==> src/rtl/uart_pkg.sv <==
`default_nettype none
// +----------------------------------------------------------------------------+
// | Module  : uart_pkg                                                          |
// | Brief   : Shared UART FSM states, line-ending bytes and hex-digit encoding. |
// | Revision: 1.0                                                               |
// +----------------------------------------------------------------------------+
package uart_pkg;

  typedef enum logic [1:0] {
    IDLE  = 2'd0,
    START = 2'd1,
    DATA  = 2'd2,
    STOP  = 2'd3
  } uart_state_t;

  localparam logic [7:0] c_CR = 8'h0D;
  localparam logic [7:0] c_LF = 8'h0A;

  // Uppercase ASCII: '0'..'9' then 'A'..'F' ('A' - 10 = 0x37).
  function automatic logic [7:0] hex_ascii(input logic [3:0] nibble);
    if (nibble < 4'd10) begin
      hex_ascii = 8'h30 + {4'h0, nibble};
    end else begin
      hex_ascii = 8'h37 + {4'h0, nibble};
    end
  endfunction

endpackage
`default_nettype wire

==> src/rtl/uart_tx.sv <==
`default_nettype none
// +----------------------------------------------------------------------------+
// | Module  : uart_tx                                                           |
// | Brief   : 8N1 byte serializer with valid/ready handshake, gapless chaining. |
// | Revision: 1.0                                                               |
// +----------------------------------------------------------------------------+
module uart_tx
  import uart_pkg::*;
#(
  parameter int unsigned CLKS_PER_BIT = 868
) (
  input  logic       clk,
  input  logic       rst,
  input  logic [7:0] i_data,
  input  logic       i_valid,
  output logic       o_ready,
  output logic       o_tx
);

  localparam logic [15:0] c_BAUD_LAST = 16'(CLKS_PER_BIT - 1);

  uart_state_t r_state, w_state_nxt;
  logic [15:0] r_baud,  w_baud_nxt;
  logic [2:0]  r_bit,   w_bit_nxt;
  logic [7:0]  r_shift, w_shift_nxt;
  logic        r_tx,    w_tx_nxt;
  logic        w_baud_done;

  assign w_baud_done = (r_baud == c_BAUD_LAST);
  assign o_tx        = r_tx;

  always_ff @(posedge clk or posedge rst) begin
    if (rst) begin
      r_state <= IDLE;
      r_baud  <= 16'd0;
      r_bit   <= 3'd0;
      r_shift <= 8'd0;
      r_tx    <= 1'b1;
    end else begin
      r_state <= w_state_nxt;
      r_baud  <= w_baud_nxt;
      r_bit   <= w_bit_nxt;
      r_shift <= w_shift_nxt;
      r_tx    <= w_tx_nxt;
    end
  end

  always_comb begin
    w_state_nxt = r_state;
    w_baud_nxt  = r_baud;
    w_bit_nxt   = r_bit;
    w_shift_nxt = r_shift;
    w_tx_nxt    = r_tx;
    o_ready     = 1'b0;

    case (r_state)
      IDLE: begin
        o_ready    = 1'b1;
        w_baud_nxt = 16'd0;
        w_tx_nxt   = 1'b1;
      end
      START: begin
        if (w_baud_done) begin
          w_state_nxt = DATA;
          w_baud_nxt  = 16'd0;
          w_bit_nxt   = 3'd0;
          w_tx_nxt    = r_shift[0];
        end else begin
          w_baud_nxt = r_baud + 16'd1;
        end
      end
      DATA: begin
        if (w_baud_done) begin
          w_baud_nxt = 16'd0;
          if (r_bit == 3'd7) begin
            w_state_nxt = STOP;
            w_tx_nxt    = 1'b1;
          end else begin
            w_bit_nxt   = r_bit + 3'd1;
            w_shift_nxt = {1'b0, r_shift[7:1]};
            w_tx_nxt    = r_shift[1];
          end
        end else begin
          w_baud_nxt = r_baud + 16'd1;
        end
      end
      STOP: begin
        if (w_baud_done) begin
          // Last stop-bit cycle: a waiting byte chains straight into START.
          o_ready     = 1'b1;
          w_state_nxt = IDLE;
          w_baud_nxt  = 16'd0;
        end else begin
          w_baud_nxt = r_baud + 16'd1;
        end
      end
      default: begin
        w_state_nxt = IDLE;
      end
    endcase

    if (o_ready && i_valid) begin
      w_state_nxt = START;
      w_baud_nxt  = 16'd0;
      w_bit_nxt   = 3'd0;
      w_shift_nxt = i_data;
      w_tx_nxt    = 1'b0;
    end
  end

endmodule
`default_nettype wire

==> src/rtl/press_reporter.sv <==
`default_nettype none
// +----------------------------------------------------------------------------+
// | Module  : press_reporter                                                    |
// | Brief   : Counts presses and reports each as "HH\r\n" over an 8N1 UART.     |
// | Revision: 1.0                                                               |
// +----------------------------------------------------------------------------+
module press_reporter
  import uart_pkg::*;
#(
  parameter int unsigned CLKS_PER_BIT = 868
) (
  input  logic       clk,
  input  logic       rst,
  input  logic       press_pulse,
  output logic       tx,
  output logic       busy,
  output logic [7:0] press_count
);

  logic [7:0] r_count;
  logic [7:0] r_snap;
  logic [1:0] r_idx;
  logic       r_active;
  logic       r_pending;

  logic [7:0] w_count_nxt;
  logic       w_ready;
  logic       w_msg_done;
  logic       w_start;
  logic       w_next_byte;
  logic       w_valid;
  logic [7:0] w_data;

  assign w_count_nxt = r_count + {7'd0, press_pulse};
  assign w_msg_done  = r_active && w_ready && (r_idx == 2'd3);
  assign w_next_byte = r_active && w_ready && (r_idx != 2'd3);
  // A press on the final stop-bit cycle counts as pending and chains directly.
  assign w_start     = (!r_active && press_pulse) ||
                       (w_msg_done && (r_pending || press_pulse));
  assign w_valid     = w_start || w_next_byte;

  always_comb begin
    w_data = c_LF;
    if (w_start) begin
      w_data = hex_ascii(w_count_nxt[7:4]);
    end else begin
      case (r_idx)
        2'd0:    w_data = hex_ascii(r_snap[3:0]);
        2'd1:    w_data = c_CR;
        default: w_data = c_LF;
      endcase
    end
  end

  always_ff @(posedge clk or posedge rst) begin
    if (rst) begin
      r_count   <= 8'd0;
      r_snap    <= 8'd0;
      r_idx     <= 2'd0;
      r_active  <= 1'b0;
      r_pending <= 1'b0;
    end else begin
      r_count <= w_count_nxt;
      if (w_start) begin
        r_active <= 1'b1;
        r_idx    <= 2'd0;
        r_snap   <= w_count_nxt;
      end else if (w_next_byte) begin
        r_idx <= r_idx + 2'd1;
      end else if (w_msg_done) begin
        r_active <= 1'b0;
        r_idx    <= 2'd0;
      end

      if (w_start) begin
        r_pending <= 1'b0;
      end else if (r_active && press_pulse) begin
        r_pending <= 1'b1;
      end
    end
  end

  uart_tx #(
    .CLKS_PER_BIT (CLKS_PER_BIT)
  ) u_uart_tx (
    .clk     (clk),
    .rst     (rst),
    .i_data  (w_data),
    .i_valid (w_valid),
    .o_ready (w_ready),
    .o_tx    (tx)
  );

  assign busy        = r_active;
  assign press_count = r_count;

endmodule
`default_nettype wire

==> config.mk <==
export PLATFORM = sky130hd
export DESIGN_NAME = press_reporter
export DESIGN_NICKNAME = d
export VERILOG_FILES = /design/src/rtl/uart_pkg.sv /design/src/rtl/uart_tx.sv /design/src/rtl/press_reporter.sv
export SDC_FILE = /design/constraint.sdc
export NUM_CORES = 1
export LEC_CHECK = 0
export BUFFER_PORTS_ARGS = -buffer_cell sky130_fd_sc_hd__clkbuf_2
export CAP_MARGIN = 5
export CORE_ASPECT_RATIO = 1.75
export CORE_UTILIZATION = 52
export DETAILED_ROUTE_END_ITERATION = 8
export GPL_TIMING_DRIVEN = 0
export PLACE_DENSITY_LB_ADDON = 0.05
export SLEW_MARGIN = 10
export SYNTH_ARGS = -nofsm -noshare
export SYNTH_HDL_FRONTEND = slang
export SYNTH_SLANG_ARGS = --single-unit
==> constraint.sdc <==
create_clock -name clk -period 2.3 [get_ports clk]
set_clock_uncertainty 0.1 [all_clocks]
set_input_delay 0 -clock clk [delete_from_list [all_inputs] [get_ports clk]]
set_output_delay 0 -clock clk [all_outputs]
set_load 0.005 [all_outputs]
==> results of run 1 <==
-- power by group through the flow --
stage               combinational, W  sequential, W  clock (W)
finish                      0.000410       0.000928   0.000496
global placement            0.000341       0.000935          0
global route                0.000453       0.000938   0.000528
detailed placement          0.000354       0.000937          0
CTS                         0.000370       0.000923   0.000498
floorplan                   0.000224       0.000932          0
-- synthesized netlist by cell type (2+ instances only) --
cell,n
dfrtp_1,44
nor2_1,33
nand2_1,22
inv_1,20
o21ai_0,18
ha_1,17
a21oi_1,16
xor2_1,13
nand3_1,10
xnor2_1,9
nand4_1,8
mux2i_1,5
and3_1,4
nor3_1,4
o31ai_1,4
clkbuf_1,3
nand2b_1,3
nor3b_1,3
o22ai_1,3
a2bb2oi_1,2
a311oi_1,2
a31oi_1,2
buf_4,2
nor2b_1,2
nor4b_1,2
o211a_1,2
o211ai_1,2
o21ai_1,2
o311ai_0,2
or3_1,2
or4_1,2
-- what timing repair did --
item                                   in CTS  in global routing
pin swaps                                   7                 14
endpoints found under the hold margin      46                  0
gates resized for setup                    24                 41
setup buffers                              10                 20
setup endpoints to repair                  30                 20
gates cloned                                1                  0
hold buffers                                2                  0
-- layout by cell type (no fill, tap or decap), drive strengths merged, types with 5 or more instances in the layout --
master / Yosys / final
buf: 2 / 34
mux2i: 5 / 5
nand3: 10 / 10
xnor2: 9 / 9
clkbuf: 3 / 20
dfrtp: 44 / 44
nand4: 8 / 8
a21oi: 16 / 16
xor2: 13 / 13
nor2: 33 / 33
o21ai: 20 / 20
nand2: 22 / 22
ha: 17 / 17
inv: 20 / 20
-- worst register-to-register path, stage by stage, from the launching register on --
cell	delay (ns)
dfrtp_1	0.43
ha_4	0.18
nand4b_1	0.13
buf_4	0.18
buf_4	0.14
o41ai_4	0.38
nor3b_4	0.27
buf_4	0.15
buf_4	0.11
buf_6	0.12
o21ai_2	0.08
o22ai_1	0.14
-- area by class of cell --
type | count | area (um2)
multi-input cells | 209 | 1630
fillers | 375 | 1380
flip-flops and latches | 45 | 1130
repair buffers | 45 | 348
clock buffers | 7 | 86.3
inverters | 20 | 75.1
well taps | 52 | 65.1
plain buffers | 4 | 37.5
-- through the flow --
step           area [um2]  total power (W)  setup TNS, ns
3_5_place_dp         2790          0.00129          -6.83
2_1_floorplan        2650          0.00116              0
3_3_place_gp         2770          0.00128          -7.01
5_1_grt              3370          0.00192          -3.45
6_report             3370          0.00183          -1.62
4_1_cts              3070          0.00179          -1.12
-- routing by layer --
layer | share of wire [%] | vias up
li1 | - | 1091
met4 | 2.0 | 0
met5 | 0 | -
met3 | 1.8 | 10
met1 | 37 | 1155
met2 | 59 | 51
-- cells by family after synthesis --
family                     synth area share (%)
buffers and inverters                      3.86
AOI/OAI and AO/OA                          15.8
xor gates and xnor gates                   7.33
muxes                                      1.90
adders and majority gates                  8.10
DFF                                        42.9
and+or+nand+nor                            20.1
-- worst max path at each step --
stage	from	depth (start not counted)	slack, ns	end
after floorplan	u_uart_tx.r_baud[0]	7	0.008	u_uart_tx.r_bit[1]
after global placement	u_uart_tx.r_baud[0]	7	-0.46	u_uart_tx.r_shift[1]
after detailed placement	u_uart_tx.r_baud[0]	7	-0.44	u_uart_tx.r_shift[1]
after CTS	u_uart_tx.r_baud[11]	7	-0.13	u_uart_tx.r_shift[5]
after global routing	u_uart_tx.r_baud[1]	11	-0.26	u_uart_tx.r_shift[1]
final	u_uart_tx.r_baud[1]	11	-0.17	u_uart_tx.r_shift[1]
-- registers in the layout, indices dropped and copies added, names as in the netlist --
| register | count |
|---|---|
| busy | 1 |
| press_count | 8 |
| r_idx | 2 |
| r_pending | 1 |
| r_snap | 4 |
| u_uart_tx.o_tx | 1 |
| u_uart_tx.r_baud | 16 |
| u_uart_tx.r_bit | 3 |
| u_uart_tx.r_shift | 7 |
| u_uart_tx.r_state | 2 |
==> metrics.txt, run 1 <==
classification of the worst-slack hold path in -> async; placed cell count 344; cell taking the most area after synthesis dfrtp_1; leading post-synthesis cells by cell area dfrtp_1 (42%), ha_1 (8.1%), nor2_1 (4.7%), xor2_1 (4.3%), o21ai_0 (3.4%); sequential power share 50.6%; Netlist cell types 47; CTS buffer count 5; setup violation total in the final timing report 19; worst-case setup slack after placement -0.444 ns; number of core rows 33; die area 5350 um2; critical-path cell with the highest stage delay dfrtp_1; via total after detailed routing approximately 2,300; post-synth net total 299; net switching power figure 0.000569 W; global-route wire length before repair 10,200 um; global-route track usage on met1 approximately a quarter; run status finished with violations; critical path's largest stage delay between 0.4 and 0.5 ns; clock insertion delay at the later pin of the skew report 0.29 ns; worst-path maximum fanout 5; slew at the pin closest to its max-slew limit around 0.64 ns; core area ~4700 um2; most used flip-flop cell after synthesis dfrtp_1; required time of the critical path 2.41 ns; Synthesis Warnings 0; final layout net count 350; part of the power in the clock network 27.0%; ordered cell list for the critical path ha_4, nand4b_1, buf_4, buf_4, o41ai_4, nor3b_4, buf_4, buf_4, buf_6, o21ai_2, o22ai_1; crit-path leading delay family buffers and inverters; total of flip-flops plus latches after synthesis 45; CTS tree done; final setup slack of the worst path -0.170 ns; VDD IR-drop max 574 uV; Netlist Area Pre-Place 2630 um2; initial core utilization 55.3%; overflow left after global routing 0; Post-synth EDFFs 0; Logic pwr share between 20 and 25%; H-tree level count 2; type of element capturing the critical path register; total iterations of the first detailed-routing run 4; Avg Synthesized Cell Area ~9.4 um2; post-route fraction of the period consumed by the critical path 107%; share of synthesized registers carrying an async set or reset 100%; Static Leak 1.49 nW; post-route ant nets 0; hold slack 0.0778 ns; worst-case clock buffer depth 2; number of slew-limit violations in the final report 0; worst max-slew margin expressed relative to the limit 57.2%; CTS Sinks between 40 and 50; final cell utilization of the core 71.0%; Horiz. Die Dim 55.7 um; fmax 405 MHz; Most common cell on crit path buf_4; number of global-route vias before repair between 2,000 and 2,500; Global Route Usage Sum 24.4%; Critical path buffers and inverters 5; post-layout min period approximately 2.5 ns; RSZ-0062 raised after global routing true; WP data arrival ~2.6 ns; Worst setup SP type register; register-to-register setup slack -0.17 ns; Die H 96.0 um; Cell Pwr Density 544 nW/um2; violations in the final reports negative setup slack; Layout Area Growth over Synthesis 28.3%; most used routing layer in global routing met2; number of cells produced by synthesis about 280; top cell type's share of synthesized area 41.9%; proportion of synthesized chip area in sequential cells about 43%; met2 usage 50.0%; number of hold violations in the final report 0; startpoint of the most critical register-to-register path u_uart_tx.r_baud[1]; total internal power 0.00127 W; switching power share of the total 31.0%; depth of the worst register-to-register path 11; global routing usage on met3 around 2.8%; worst reg2reg path endpoint u_uart_tx.r_shift[1]; fraction of layout instances using a drive strength above 1 28.8%; final routed wirelength across all metal layers 6690 um; I/O pin count 13; clock transition at the register clock pins on the worst setup and hold paths after CTS 0.08 ns; kind of critical path reg -> reg; Detailed Place HPWL 4280 um; Routed wire per std cell 17.5 um; count of maximum capacitance violations 0; IO buf count 12; average via count per standard cell 6.04; clock root buffer clkbuf_8; final cell count without fillers 382; initial antenna violation count 0; detailed router's first-iteration violation count 62; last weighted congestion value of the routability-driven placer around 0.84; DRC violation count after routing 0; Inserted Diodes 0; pin count of the biggest net entering global routing 34
Power figures use the tool's default switching activity.
==> run 2, diff against run 1 <==
Settings changed: SYNTH_HIERARCHICAL from default to 1.
==> run 2 against run 1 <==
Effect of this change:
- the flow still finishes with violations (negative setup slack)
- routed wire length decreased by 7.8%
- critical path type unchanged
- die area increased by 7.8%
- clock power decreased by 4%
- worst hold slack improved by 0.15 ns
- area after synthesis increased by 8.0%
- final area decreased by 0.33%
- synthesized cell count increased by 10%
- sequential share of layout area increased by 0.78 points
==> metrics.txt, run 2 <==
top cells by count, synth dfrtp_1 (45), nand2_1 (43), nor2_1 (32); H-tree level count 2 (unchanged); total of flip-flops plus latches after synthesis 46 (+2.2%); setup TNS -4.75 ns (-3.12 ns); number of hold violations in the final report 0 (unchanged); Synthesis Warnings 6 (+6); clock root buffer clkbuf_8; share of synthesized registers carrying an async set or reset 100% (unchanged); number of global-route vias before repair 2,271 (+0.31%); filler cell count in the final layout 482 (+29%); number of slew-limit violations in the final report 0 (unchanged); final routed wirelength across all metal layers 6170 um (-7.8%); RSZ-0062 raised after global routing true; cell taking the most area after synthesis dfrtp_1; CTS buffer count 5 (unchanged); switching power share of the total 31.4% (+0.41 points); VDD IR-drop max 414 uV (-28%); I/O pin count 13 (unchanged); initial core utilization 54.0% (-1.3 points); worst-case clock buffer depth 2 (unchanged); worst max-slew margin expressed relative to the limit 57.2% (about the same); post-layout min period 2.66 ns (+0.189 ns); register-to-register setup slack -0.36 ns (-0.19 ns); IO buf count 12 (unchanged); register with the highest flop count u_uart_tx/r_baud; last weighted congestion value of the routability-driven placer 0.838 (-0.51%); total internal power 0.00122 W (-3.7%); Cell Pwr Density 528 nW/um2 (-2.8%); fraction of layout instances using a drive strength above 1 25.8% (-3.0 points); part of the power in the clock network 26.8% (-0.2 points); required time of the critical path 2.43 ns (+0.02 ns); slew at the pin closest to its max-slew limit 0.642 ns (+0.00576 ns); total iterations of the first detailed-routing run 5 (+1); Global Route Usage Sum 23.2% (-1.3 points); die area 5770 um2 (+7.8%); number of core rows 35 (+6.1%); Detailed Place HPWL 4340 um (+1.4%); CTS tree done; violations in the final reports negative setup slack; Inserted Diodes 0 (unchanged); final setup slack of the worst path -0.360 ns (-0.189 ns); Static Leak 1.47 nW (-0.98%); leading post-synthesis cells by cell area dfrtp_1 (40%), ha_1 (5.7%), nand2_1 (5.7%), nor2_1 (4.2%), xnor2_1 (3.4%); initial antenna violation count 0 (unchanged); fmax 376 MHz (-7.1%); most used flip-flop cell after synthesis dfrtp_1; detailed router's first-iteration violation count 83 (+34%); Logic pwr share 18.4% (-4.0 points); post-synth net total 324 (+8.4%); Horiz. Die Dim 57.9 um (+3.8%); Netlist Area Pre-Place 2840 um2 (+8.0%); most common cell after layout, fill and taps aside dfrtp_1; core area 5260 um2 (+11%); Avg Synthesized Cell Area 9.22 um2 (-2.1%); commonest cells after routing, fill and taps aside dfrtp_1 (43), nand2_1 (35), nor2_1 (30); post-route fraction of the period consumed by the critical path 116% (+8.2 points); worst-case setup slack after placement -0.783 ns (-0.339 ns); final layout net count 369 (+5.4%); worst-path maximum fanout 6 (+1); DRC violation count after routing 0 (unchanged); sequential power share 54.8% (+4.2 points); setup violation total in the final timing report 14 (-5); kind of critical path reg -> reg; via total after detailed routing 2,344 (+1.6%); proportion of synthesized chip area in sequential cells 40.6% (-2.3 points); most common cell in the netlist dfrtp_1; post-route ant nets 0 (unchanged); type of element capturing the critical path register; Die H 99.7 um (+3.9%); Layout Area Growth over Synthesis 18.4%; Worst setup SP type register; Post-synth EDFFs 0 (unchanged); top cell type's share of synthesized area 39.7% (-2.2 points); overflow left after global routing 0 (unchanged); pin count of the biggest net entering global routing 31 (-8.8%); net switching power figure 0.000558 W (-1.9%); clock insertion delay at the later pin of the skew report 0.30 ns (about the same); Routed wire per std cell 15.1 um (-14%); count of maximum capacitance violations 0 (unchanged); Largest register FFs 16 (unchanged); WP data arrival 2.79 ns (+0.21 ns); final cell utilization of the core 64.0% (-7.1 points); classification of the worst-slack hold path in -> async; number of cells produced by synthesis 308 (+10%); run status finished with violations; Netlist cell types 61 (+30%); CTS Sinks 46 (+2.2%); clock transition at the register clock pins on the worst setup and hold paths after CTS 0.08 ns (about the same); average via count per standard cell 5.75 (-4.9%); global-route wire length before repair 10,200 um (-0.27%)
run 2: changes by cell type after synthesis, moves of 4 or more:
cell	previous run	this run
a21oi_1	16	11
inv_1	20	15
o21ai_0	18	12
nand4_1	8	1
ha_1	17	13
o21ai_1	2	8
a211oi_1	1	5
nand2_1	22	43
run 2: final timing paths:
| kind | end | cells past startpoint | startpoint |
|---|---|---|---|
| worst min register to register | r_pending | 1 | r_pending |
| min in group clk | r_idx[0] | 3 | press_pulse |
| worst max-delay path | u_uart_tx/o_tx | 15 | u_uart_tx/r_baud[1] |
| worst min-delay path | u_uart_tx/r_baud[8] | 3 | rst |
| worst max register to register | u_uart_tx/o_tx | 15 | u_uart_tx/r_baud[1] |
| max in group asynchronous | u_uart_tx/r_baud[2] | 3 | rst |
run 2: power by group through the flow:
stage / clock (W) / sequential [W] / combinational, W
6_report: 0.000477 / 0.000973 / 0.000327
2_1_floorplan: 0 / 0.000968 / 0.000212
3_3_place_gp: 0 / 0.000984 / 0.000319
4_1_cts: 0.000490 / 0.000974 / 0.000329
5_1_grt: 0.000517 / 0.000987 / 0.000360
3_5_place_dp: 0 / 0.000990 / 0.000325
run 2: layout make-up:
| cell class | count | area, um2 | area share (%) |
|---|---|---|---|
| Multi-Input combinational cell | 234 | 1640 | 48.7 |
| Sequential cell | 46 | 1150 | 34.4 |
| Timing Repair Buffer | 38 | 268 | 7.97 |
| Buffer | 13 | 97.6 | 2.90 |
| Clock buffer | 5 | 68.8 | 2.05 |
| Tap cell | 55 | 68.8 | 2.05 |
| Inverter | 15 | 56.3 | 1.68 |
| Clock inverter | 2 | 10.0 | 0.298 |
run 2: kinds of logic after synthesis:
group	count (synthesis)	share of synthesized area, %
DFF	46	40.6
muxes	8	2.82
adders and majority gates	13	5.73
xor gates and xnor gates	22	6.79
other	1	0.132
buffers and inverters	28	4.76
and+or+nand+nor	126	24.2
AOI/OAI and AO/OA	64	14.9
run 2: routing by layer:
layer | GRT usage [%] | vias up | share of wire (%)
li1 | - | 1168 | -
met1 | 24.0 | 1126 | 39
met2 | 44.2 | 37 | 56
met3 | 2.86 | 13 | 1.8
met4 | 10.8 | 0 | 3.1
met5 | 0 | - | 0
run 2: what timing repair did:
item                                   in CTS  in global routing
pin swaps                                   8                  8
hold buffers                                2                  0
setup endpoints to repair                  18                 18
buffers inserted                           19                  3
gates resized for setup                    11                  9
endpoints found under the hold margin      48                  0
cloned                                      2                  0
run 2: through the flow:
step,hold WS [ns],power [W],std cells,cell area (um2)
after floorplan,-0.186,0.00118,308,2890
after global placement,0.0114,0.00130,375,3020
after detailed placement,0.0143,0.00132,375,3020
after CTS,0.239,0.00179,405,3310
after global routing,0.299,0.00186,408,3360
final,0.229,0.00178,408,3360
run 2: critical path: stages (launching register included):
cell and delay, ns:
dfrtp_1 0.40, ha_4 0.15, nor3b_4 0.25, nand4_4 0.15, inv_2 0.09, a21oi_2 0.05, nor2_2 0.15, nand2_2 0.08
a21o_1 0.18, clkbuf_8 0.14, o21ai_4 0.05, nor2b_4 0.17, nand2_2 0.07, o21ai_4 0.25, nor2_1 0.09, a22o_1 0.21
==> run 3, diff against run 2 <==
Settings changed: CTS_CLUSTER_DIAMETER from default to 120, SKIP_CTS_REPAIR_TIMING from default to 1.
==> run 3 against run 2 <==
Effect of this change:
- the flow still finishes with violations (negative setup slack)
- sequential share of layout area increased by 0.92 points
- first-iteration DRC count is 23% lower
- worst hold slack got worse by 0.090 ns
- maximum frequency down 2.1%
- register-to-register slack worse by 0.06 ns
- via count is 2.1% lower
- final area down 2.6%
- critical path type unchanged
- critical endpoint is now u_uart_tx/r_shift[2]
- critical path depth grew 1
==> metrics.txt, run 3 (same netlist as run 2, synthesis figures left out) <==
H-tree level count 2 (unchanged); initial core utilization 54.0% (unchanged); final setup slack of the worst path -0.416 ns (-0.0565 ns); required time of the critical path 2.43 ns (about the same); ordered cell list for the critical path ha_4, nor3b_4, nand4_4, inv_2, a21oi_2, nor2_4, nand2_2, a21o_1, buf_8, o21ai_2, nor2b_4, nand2_2, o21ai_4, buf_6, nand2_1, o21ai_1; post-route total power 0.00177 W (about the same); type of element capturing the critical path register; violations in the final reports negative setup slack; crit-path leading delay family simple AND/OR/NAND/NOR gates; worst-path maximum fanout 10 (+4); sequential power share 54.8% (about the same); overflow left after global routing 0 (unchanged); post-route design area 3270 um2 (-2.6%); via total after detailed routing 2,295 (-2.1%); Inserted Diodes 0 (unchanged); IO buf count 12 (unchanged); Routed wire per std cell 14.9 um (-1.7%); net switching power figure 0.000556 W (-0.43%); clock insertion delay at the later pin of the skew report 0.30 ns (about the same); CTS buffer count 5 (unchanged); global-route wire length before repair 9630 um (-5.4%); Cell Area, Placed 3020 um2 (unchanged); register with the highest flop count u_uart_tx/r_baud; post-route ant nets 0 (unchanged); post-layout min period 2.72 ns (+0.0565 ns); CTS Sinks 46 (unchanged); number of slew-limit violations in the final report 0 (unchanged); Worst setup SP type register; number of hold violations in the final report 0 (unchanged); CTS tree done; Most common cell on crit path nand2_2; number of global-route vias before repair 2,145 (-5.5%); clock transition at the register clock pins on the worst setup and hold paths after CTS 0.09 ns (about the same); clock root buffer clkbuf_8; detailed router's first-iteration violation count 64 (-23%); total internal power 0.00122 W (about the same); most common cell after layout, fill and taps aside dfrtp_1; core area 5260 um2 (unchanged); I/O pin count 13 (unchanged); initial antenna violation count 0 (unchanged); DRC violation count after routing 0 (unchanged); average via count per standard cell 5.72 (-0.38%); worst max-slew margin expressed relative to the limit 56.7% (-0.50 points); WP data arrival 2.84 ns (+0.05 ns); Largest register FFs 16 (unchanged); setup violation total in the final timing report 14 (unchanged); switching power share of the total 31.3% (-0.11 points); number of core rows 35 (unchanged); Critical path buffers and inverters 3 (+1); total iterations of the first detailed-routing run 4 (-1); final routed wirelength across all metal layers 5960 um (-3.4%); Logic pwr share 18.6% (+0.2 points); kind of critical path reg -> reg; critical path's largest stage delay 0.42 ns (+0.02 ns); VDD IR-drop max 408 uV (-1.6%); Detailed Place HPWL 4340 um (unchanged); worst-case clock buffer depth 2 (unchanged); Layout Area Growth over Synthesis 15.3%; critical-path cell with the highest stage delay dfrtp_1; pin count of the biggest net entering global routing 31 (unchanged); commonest cells after routing, fill and taps aside dfrtp_1 (43), nand2_1 (41), nor2_1 (31); Cell Pwr Density 542 nW/um2 (+2.6%); run status finished with violations; Die H 99.7 um (unchanged); die area 5770 um2 (unchanged); RSZ-0062 raised after global routing true; Global Route Usage Sum 21.9% (-1.2 points); post-route fraction of the period consumed by the critical path 118% (+2.5 points); fraction of layout instances using a drive strength above 1 21.1% (-4.7 points); Horiz. Die Dim 57.9 um (unchanged); last weighted congestion value of the routability-driven placer 0.838 (unchanged); part of the power in the clock network 26.6% (-0.2 points); slew at the pin closest to its max-slew limit 0.649 ns (+0.00748 ns); classification of the worst-slack hold path in -> reg; fmax 368 MHz (-2.1%); Static Leak 1.42 nW (-3.3%); count of maximum capacitance violations 0 (unchanged); final layout net count 362 (-1.9%)
run 3: metrics by stage:
step | hold slack (ns) | utilization (%) | std cells | TNS (ns) | worst slack, ns
after detailed placement | 0.0143 | 57.5 | 375 | -12.17 | -0.783
final | 0.139 | 62.3 | 401 | -5.53 | -0.416
after global placement | 0.0114 | 57.5 | 375 | -12.08 | -0.780
after global routing | 0.178 | 62.3 | 401 | -7.69 | -0.555
after CTS | -0.314 | 59.0 | 382 | -12.62 | -0.814
after floorplan | -0.186 | - | 308 | -4.85 | -0.355
run 3: path summary, 6_finish.rpt:
check | start | to | slack, ns | depth (start not counted)
setup / recovery | u_uart_tx/r_baud[0] | u_uart_tx/r_shift[2] | -0.42 | 16
hold / removal | press_pulse | press_count[1] | 0.14 | 3
setup reg to reg | u_uart_tx/r_baud[0] | u_uart_tx/r_shift[2] | -0.42 | 16
hold reg to reg | r_pending | r_pending | 0.42 | 1
max in group asynchronous | rst | u_uart_tx/r_baud[2] | 1.43 | 3
min in group asynchronous | rst | u_uart_tx/r_baud[10] | 0.23 | 3
run 3: worst reg2reg max path, delay by kind of cell (launching register included):
| family | cells | cell delay (ns) |
|---|---|---|
| buffers and inverters | 3 | 0.41 |
| AND/OR/NAND/NOR | 7 | 0.92 |
| AO/OA/AOI/OAI | 5 | 0.65 |
| flip-flops | 1 | 0.42 |
| adder cells (fa/ha/maj) | 1 | 0.15 |
run 3: layer usage:
| metal | global-route usage, % | share of wire [%] |
|---|---|---|
| met5 | 0 | 0 |
| met4 | 10.6 | 3.1 |
| met3 | 2.86 | 2.2 |
| met2 | 40.8 | 55 |
| met1 | 23.4 | 40 |
run 3: final cells by class:
| cell class | count | area, um2 |
|---|---|---|
| Fill cell | 488 | 1980 |
| Multi-Input combinational cell | 234 | 1610 |
| Sequential cell | 46 | 1150 |
| Timing Repair Buffer | 31 | 210 |
| Buffer | 13 | 98.8 |
| Clock buffer | 5 | 68.8 |
| Tap cell | 55 | 68.8 |
| Inverter | 15 | 56.3 |
| Clock inverter | 2 | 10.0 |
run 3: power by group through the flow:
stage	clock network [W]	registers, W	logic (W)
6_report	0.000472	0.000973	0.000330
2_1_floorplan	0	0.000968	0.000212
4_1_cts	0.000490	0.000974	0.000327
3_5_place_dp	0	0.000990	0.000325
3_3_place_gp	0	0.000984	0.000319
5_1_grt	0.000514	0.000987	0.000361
